## src/rtl/si_dac_seq_pkg.sv

```systemverilog
// Shared sine-wave project definitions: serial DAC sequencer states and default geometry.
package si_dac_seq_pkg;

    localparam int DATA_W_DEF = 12;
    localparam int LOAD_W_DEF = 1;
    localparam int GAP_W_DEF  = 2;

    typedef enum logic [1:0] {
        IDLE  = 2'd0,
        SHIFT = 2'd1,
        LOAD  = 2'd2,
        GAP   = 2'd3
    } state_e;

    function automatic int max3(input int a, input int b, input int c);
        int m;
        m = (a > b) ? a : b;
        return (m > c) ? m : c;
    endfunction

endpackage

```

## src/rtl/si_dac_seq.sv

```systemverilog
// Serialises one accepted sample MSB-first to a DAC, then strobes soc and idles GAP_W cycles.
// Frame takes 1+DATA_W+LOAD_W+GAP_W cycles accept-to-accept; s_ready is high only in IDLE, nothing is queued.
module si_dac_seq
    import si_dac_seq_pkg::*;
#(
    parameter int DATA_W = DATA_W_DEF,
    parameter int LOAD_W = LOAD_W_DEF,
    parameter int GAP_W  = GAP_W_DEF
) (
    input  logic              clk,
    input  logic              rst_n,
    input  logic [DATA_W-1:0] s_data,
    input  logic              s_valid,
    output logic              s_ready,
    output logic              SI,
    output logic              SI_en,
    output logic              soc,
    output logic              busy,
    output logic              done,
    output logic [15:0]       frame_cnt
);

    localparam int CNT_W = $clog2(max3(DATA_W, LOAD_W, GAP_W) + 1);
    localparam logic [CNT_W-1:0] SHIFT_LAST = CNT_W'(DATA_W - 1);
    localparam logic [CNT_W-1:0] LOAD_LAST  = CNT_W'(LOAD_W - 1);
    localparam logic [CNT_W-1:0] GAP_LAST   = CNT_W'((GAP_W > 0) ? GAP_W - 1 : 0);

    state_e            state_q, state_d;
    logic [CNT_W-1:0]  cnt_q, cnt_d;
    logic [DATA_W-1:0] sr_q, sr_d;
    logic              s_ready_q, s_ready_d;
    logic              si_q, si_d;
    logic              si_en_q, si_en_d;
    logic              soc_q, soc_d;
    logic              busy_q, busy_d;
    logic              done_q, done_d;
    logic [15:0]       frame_cnt_q, frame_cnt_d;

    always_comb begin
        state_d = state_q;
        cnt_d   = cnt_q;
        sr_d    = sr_q;
        done_d  = 1'b0;
        case (state_q)
            IDLE: begin
                if (s_valid && s_ready_q) begin
                    state_d = SHIFT;
                    cnt_d   = SHIFT_LAST;
                    sr_d    = s_data;
                end
            end
            SHIFT: begin
                // sr_q[MSB] is the bit on SI this cycle; shifting exposes the next one
                sr_d = {sr_q[DATA_W-2:0], 1'b0};
                if (cnt_q == '0) begin
                    state_d = LOAD;
                    cnt_d   = LOAD_LAST;
                end else begin
                    cnt_d = cnt_q - CNT_W'(1);
                end
            end
            LOAD: begin
                if (cnt_q == '0) begin
                    done_d = 1'b1;
                    if (GAP_W == 0) begin
                        state_d = IDLE;
                    end else begin
                        state_d = GAP;
                        cnt_d   = GAP_LAST;
                    end
                end else begin
                    cnt_d = cnt_q - CNT_W'(1);
                end
            end
            GAP: begin
                if (cnt_q == '0) begin
                    state_d = IDLE;
                end else begin
                    cnt_d = cnt_q - CNT_W'(1);
                end
            end
            default: state_d = IDLE;
        endcase

        // Outputs are decoded from the next state so they are registered alongside it
        s_ready_d   = (state_d == IDLE);
        busy_d      = (state_d != IDLE);
        si_en_d     = (state_d == SHIFT);
        si_d        = si_en_d & sr_d[DATA_W-1];
        soc_d       = (state_d == LOAD);
        frame_cnt_d = frame_cnt_q + 16'(done_d);
    end

    always_ff @(posedge clk or negedge rst_n) begin
        if (!rst_n) begin
            state_q     <= IDLE;
            cnt_q       <= '0;
            sr_q        <= '0;
            s_ready_q   <= 1'b0;
            si_q        <= 1'b0;
            si_en_q     <= 1'b0;
            soc_q       <= 1'b0;
            busy_q      <= 1'b0;
            done_q      <= 1'b0;
            frame_cnt_q <= '0;
        end else begin
            state_q     <= state_d;
            cnt_q       <= cnt_d;
            sr_q        <= sr_d;
            s_ready_q   <= s_ready_d;
            si_q        <= si_d;
            si_en_q     <= si_en_d;
            soc_q       <= soc_d;
            busy_q      <= busy_d;
            done_q      <= done_d;
            frame_cnt_q <= frame_cnt_d;
        end
    end

    assign s_ready   = s_ready_q;
    assign SI        = si_q;
    assign SI_en     = si_en_q;
    assign soc       = soc_q;
    assign busy      = busy_q;
    assign done      = done_q;
    assign frame_cnt = frame_cnt_q;

endmodule

```

## config.mk

```make
export PLATFORM = sky130hd
export DESIGN_NAME = si_dac_seq
export DESIGN_NICKNAME = d
export VERILOG_FILES = /design/src/rtl/si_dac_seq_pkg.sv /design/src/rtl/si_dac_seq.sv
export SDC_FILE = /design/constraint.sdc
export NUM_CORES = 1
export LEC_CHECK = 0
export CORE_MARGIN = 4
export CORE_UTILIZATION = 45
export CTS_CLUSTER_DIAMETER = 100
export CTS_CLUSTER_SIZE = 25
export DETAILED_ROUTE_END_ITERATION = 10
export PLACE_DENSITY = 0.78
export SYNTH_ARGS = -nofsm -noshare
export SYNTH_HDL_FRONTEND = slang
export SYNTH_SLANG_ARGS = --single-unit
export TNS_END_PERCENT = 100
```

## constraint.sdc

```tcl
create_clock -name clk -period 2.81 [get_ports clk]
set_clock_uncertainty 0.2 [all_clocks]
set_input_delay 0.562 -clock clk [delete_from_list [all_inputs] [get_ports clk]]
set_output_delay 0.562 -clock clk [all_outputs]
set_load 0.02 [all_outputs]
```

## Yosys cells after proc, flatten, opt, wreduce, memory -nomap -nowiden

Cells that the tools add are included.

- Memory bits (writable): 0
- Logic and storage cells: 43
- Memories: 0
- Input port bits: 15
- Latch bits: 0
- Bits in read-only memories: 0
- Register bits after elaboration: 40
- Output and inout port bits: 22

- Equality and inequality tests: 7
- Add/sub/neg operators: 2
- Reductions and logical operators: 8
- Div/mod/pow operators: 0
- Bitwise logic cells: 1
- $lt $le $gt $ge: 0
- Multiplexer cells: 14
- Shift-type cells: 0
- Multiply operators: 0

Operator list:

| kind | number |
|---|---|
| $pmux 12 s2 | 1 |
| $add 16x1->16 | 1 |
| $mux 4 | 4 |
| $pmux 4 s4 | 1 |
| $mux 12 | 1 |
| $mux 2 | 4 |
| $pmux 2 s4 | 1 |
| $eq 2x2->1 const B | 3 |
| $eq 2x1->1 const B | 2 |
| $logic_not 2->1 | 2 |
| $logic_not 4->1 | 1 |
| $ne 2x2->1 const B | 2 |
| $reduce_and 2->1 | 2 |
| $reduce_bool 2->1 | 2 |
| $sub 4x1->4 const B | 1 |
| $mux 1 | 2 |
| $and 1x1->1 | 1 |
| $logic_and 1x1->1 | 1 |

## Depth between registers and ports, before layout

- Depth in word-level cells: 5
- Depth in mapped cells: 10
- Mapped depth without buffers: 9

## Least setup slack after synthesis

OpenSTA, ideal clock, no wires.

- Path type: register -> register
- Start: reg cnt_q[0]
- End: reg frame_cnt_q[10] (netlist: frame_cnt[10])
- Period minus slack after synthesis: 2.781 ns
- Path slack: 0.029 ns
- Data arrival time: 2.449 ns
- Required time: 2.478 ns
- Library setup time: 0.132 ns
- Cell stages (with the launch flop): 11
- Path buffers: 1
- Path through: dfrtp_1 inv_1 ha_1 or3b_1 buf_6 nor3b_2 ha_1 ha_1 nand4_1 or3_1 xnor2_1

- Longest elaborated chain between the ends: 4

Ends and longest elaborated chain:

| item | line | source |
|---|---|---|
| from (decl) | si_dac_seq.sv:29 | `logic [CNT_W-1:0] cnt_q, cnt_d;` |
| from (signal assigned) | si_dac_seq.sv:108 | `cnt_q <= cnt_d;` |
| $logic_not 4->1 | si_dac_seq.sv:63 | `if (cnt_q == '0) begin` |
| $mux 1 | si_dac_seq.sv:63 |  |
| $mux 1 | si_dac_seq.sv:44 | `case (state_q)` |
| net done_d | si_dac_seq.sv:36 | `logic done_q, done_d;` |
| $add 16x1->16 | si_dac_seq.sv:91 | `frame_cnt_d = frame_cnt_q + 16'(done_d);` |
| net frame_cnt_d[10] | si_dac_seq.sv:37 | `logic [15:0] frame_cnt_q, frame_cnt_d;` |
| to (signal assigned) | si_dac_seq.sv:116 | `frame_cnt_q <= frame_cnt_d;` |
| to (decl) | si_dac_seq.sv:37 |  |

The timed path passes the listed nets, and every way through them passes these cells.
A chain may end at the register's enable or synchronous reset.

## Final worst setup path

- Start: reg cnt_q[0]
- End: reg frame_cnt_q[12] (netlist: frame_cnt[12])

Same word-level chain as after synthesis.

==> impl_metrics.json <==
{
  "die_area_sq_mm": 0.00509,
  "synth_edf_count": 0,
  "io_buffers": 36,
  "worstHoldPathType": "in -> async",
  "drive_gt1_share_pct": 9.41,
  "end_kind": "flip-flop",
  "netlist.top_cell.by_area": "dfrtp_1",
  "pre_cts_ws_ns": 0.109,
  "core_area_sq_mm": 0.00377,
  "finalHoldViolations": 0,
  "reg2reg_depth": 9,
  "startpoint_type": "flip-flop",
  "h-tree-depth": 2,
  "grt_pass1_wl_um": 6710,
  "worstPathArrival_ns": 2.65,
  "ioPinCount": 37,
  "yosysMostFrequentCell": "dfrtp_1",
  "cts_hold_buf": 0,
  "max_clock_freq_ghz": 0.373,
  "placed_cell_area_sq_mm": 0.00222,
  "cts.clk_slew.worst_paths_ns": 0.07,
  "async_flop_share_pct": 100,
  "areaGrowthSynthToFinish_pct": 27.1,
  "synth_cells": 162,
  "synth_top_area_share_pct": 54.0,
  "power_mw": 1.97,
  "worstPathCellList": "inv_2 > ha_1 > or3b_1 > nor3b_2 > ha_1 > ha_1 > nand4_1 > or3_1 > xnor2_1",
  "hold_ws_ns": 0.174,
  "fin_ws_ns": 0.129,
  "fp.dieW_um": 71.4,
  "cp_slowest_cell": "dfrtp_1",
  "drc_errors": 0,
  "yosys-top-cells-count": "dfrtp_1 (39), a22oi_1 (21), o21ai_0 (13), nand2_1 (8), xnor2_1 (8)",
  "grt_pass1_vias": 1396,
  "dr.pass1.iters": 5,
  "rows": 22,
  "final_nets": 222,
  "grt.overflow.total": 0,
  "fin_crit_sh_pct": 95.4,
  "routedWlPerCell_um": 16.0,
  "rsz0062_at_grt": "false",
  "synth_cell_types": 38,
  "period_needed_ns": 2.68,
  "status": "completed",
  "synth_area_per_cell_sq_um": 11.2,
  "finalWeightedCongestion": 0.923,
  "powerDensity_mw_per_mm2": 859,
  "peakVddDrop_uv": 574,
  "dp_hpwl_um": 2900,
  "die_h_um": 71.4,
  "cts_made_buffers": 5,
  "yosysSeqAreaShare_pct": 54.0,
  "yosys_warnings": 0,
  "required_ns": 2.78,
  "insertion_delay_ns": 0.29,
  "slew_viol_final": 0,
  "worst_pin_slew_ns": 0.834,
  "drtIter0Drc": 86,
  "cpMostUsedCell": "ha_1",
  "p_leak_nw": 0.979,
  "wl_um": 4010,
  "cts_sinks": 39,
  "drtAntennaViolNets": 0,
  "grt_usage_pct": 16.8,
  "fin_area_sq_mm": 0.00230,
  "cpPeakStageDelay_ns": 0.43,
  "crit_fanout": 4,
  "tns_ns": 0,
  "via_count": 1429,
  "ys_top_cells_by_area": "dfrtp_1 (54%), a22oi_1 (8.7%), xnor2_1 (3.9%)",
  "setup_viol": 0,
  "root_buffer": "clkbuf_8",
  "antenna_found_initial": 0,
  "ys_ff_latch": 39,
  "critPathKind": "reg -> reg",
  "initial_core_util_pct": 47.9,
  "slew_headroom_pct": 44.4,
  "synth_fp_nets": 181,
  "diodes": 0,
  "synth_ff_type": "dfrtp_1",
  "syn_area_sq_mm": 0.00181,
  "cts_buffer_depth": 2,
  "via_per_inst": 5.72,
  "cts_tree": "yes",
  "cap_violations": 0,
  "grt_max_degree": 40
}
==> routing by layer <==
layer / track usage, % / part of all wire, %
met5: 0 / 0
met3: 5.19 / 4.0
met2: 27.7 / 52
met4: 5.43 / 1.2
met1: 21.0 / 43
==> path summary, 6_finish.rpt <==
check                                      to  slack (ns)           from
worst max-delay path            frame_cnt[12]        0.13       cnt_q[0]
min in group clk                frame_cnt[15]        0.27  frame_cnt[15]
worst min register to register  frame_cnt[15]        0.27  frame_cnt[15]
worst max register to register  frame_cnt[12]        0.13       cnt_q[0]
max in group asynchronous       frame_cnt[14]        1.71          rst_n
worst min-delay path             frame_cnt[4]        0.17          rst_n
==> logic make-up after synthesis <==
kind of cell    synth area share, %
xor+xnor                       7.27
buf+inv                        3.88
fa+ha+maj                      2.77
flops                          54.0
compound gates                 16.6
simple gates                   14.9
mux                           0.554
==> timing repair <==
item	4_1_cts	5_1_grt
gates resized for setup	0	1
buffers inserted	0	1
endpoints found under the setup margin	0	3
==> flip-flops by register name, indices dropped and copies added, names as in the netlist <==
signal,count
SI_en,1
s_ready,1
SI,1
state_q,2
busy,1
frame_cnt,16
soc,1
sr_q,11
cnt_q,4
done,1
==> power by group <==
group          internal (mW)  switching [mW]  total, mW
clock                  0.165           0.169      0.334
sequential             0.725           0.136      0.861
combinational          0.358           0.419      0.777
==> worst max-delay path: cells and delay by family, from the launching register on <==
family                     cells  cell delay [ns]
adders and majority gates      3             0.56
and+or+nand+nor                4             1.14
DFF                            1             0.43
xor gates and xnor gates       1             0.14
buffers and inverters          1             0.10
==> layout make-up <==
cell class | count | area (sq um)
repair buffers | 43 | 408
clock buffers | 6 | 72.6
inverters | 5 | 18.8
multi-input cells | 109 | 761
fillers | 291 | 1480
well taps | 48 | 60.1
flip-flops and latches | 39 | 976
==> through the flow <==
step / instances / util (%)
5_1_grt: 250 / 60.9
3_3_place_gp: 243 / 58.8
2_1_floorplan: 162 / -
4_1_cts: 249 / 60.7
6_report: 250 / 60.9
3_5_place_dp: 243 / 58.8
==> layout by cell type, fill, tap and decap left out, types with 4 or more instances in the layout <==
cell,n
dfrtp_1,39
clkdlybuf4s50_1,35
a22oi_1,21
o21ai_0,13
nand2_1,8
xnor2_1,8
nand3_1,7
xor2_1,7
buf_4,7
nand4_1,5
clkbuf_8,5
inv_1,4
nor4_1,4
nor3_1,4
ha_1,4
Note: power is estimated with default switching activity, not from simulation.
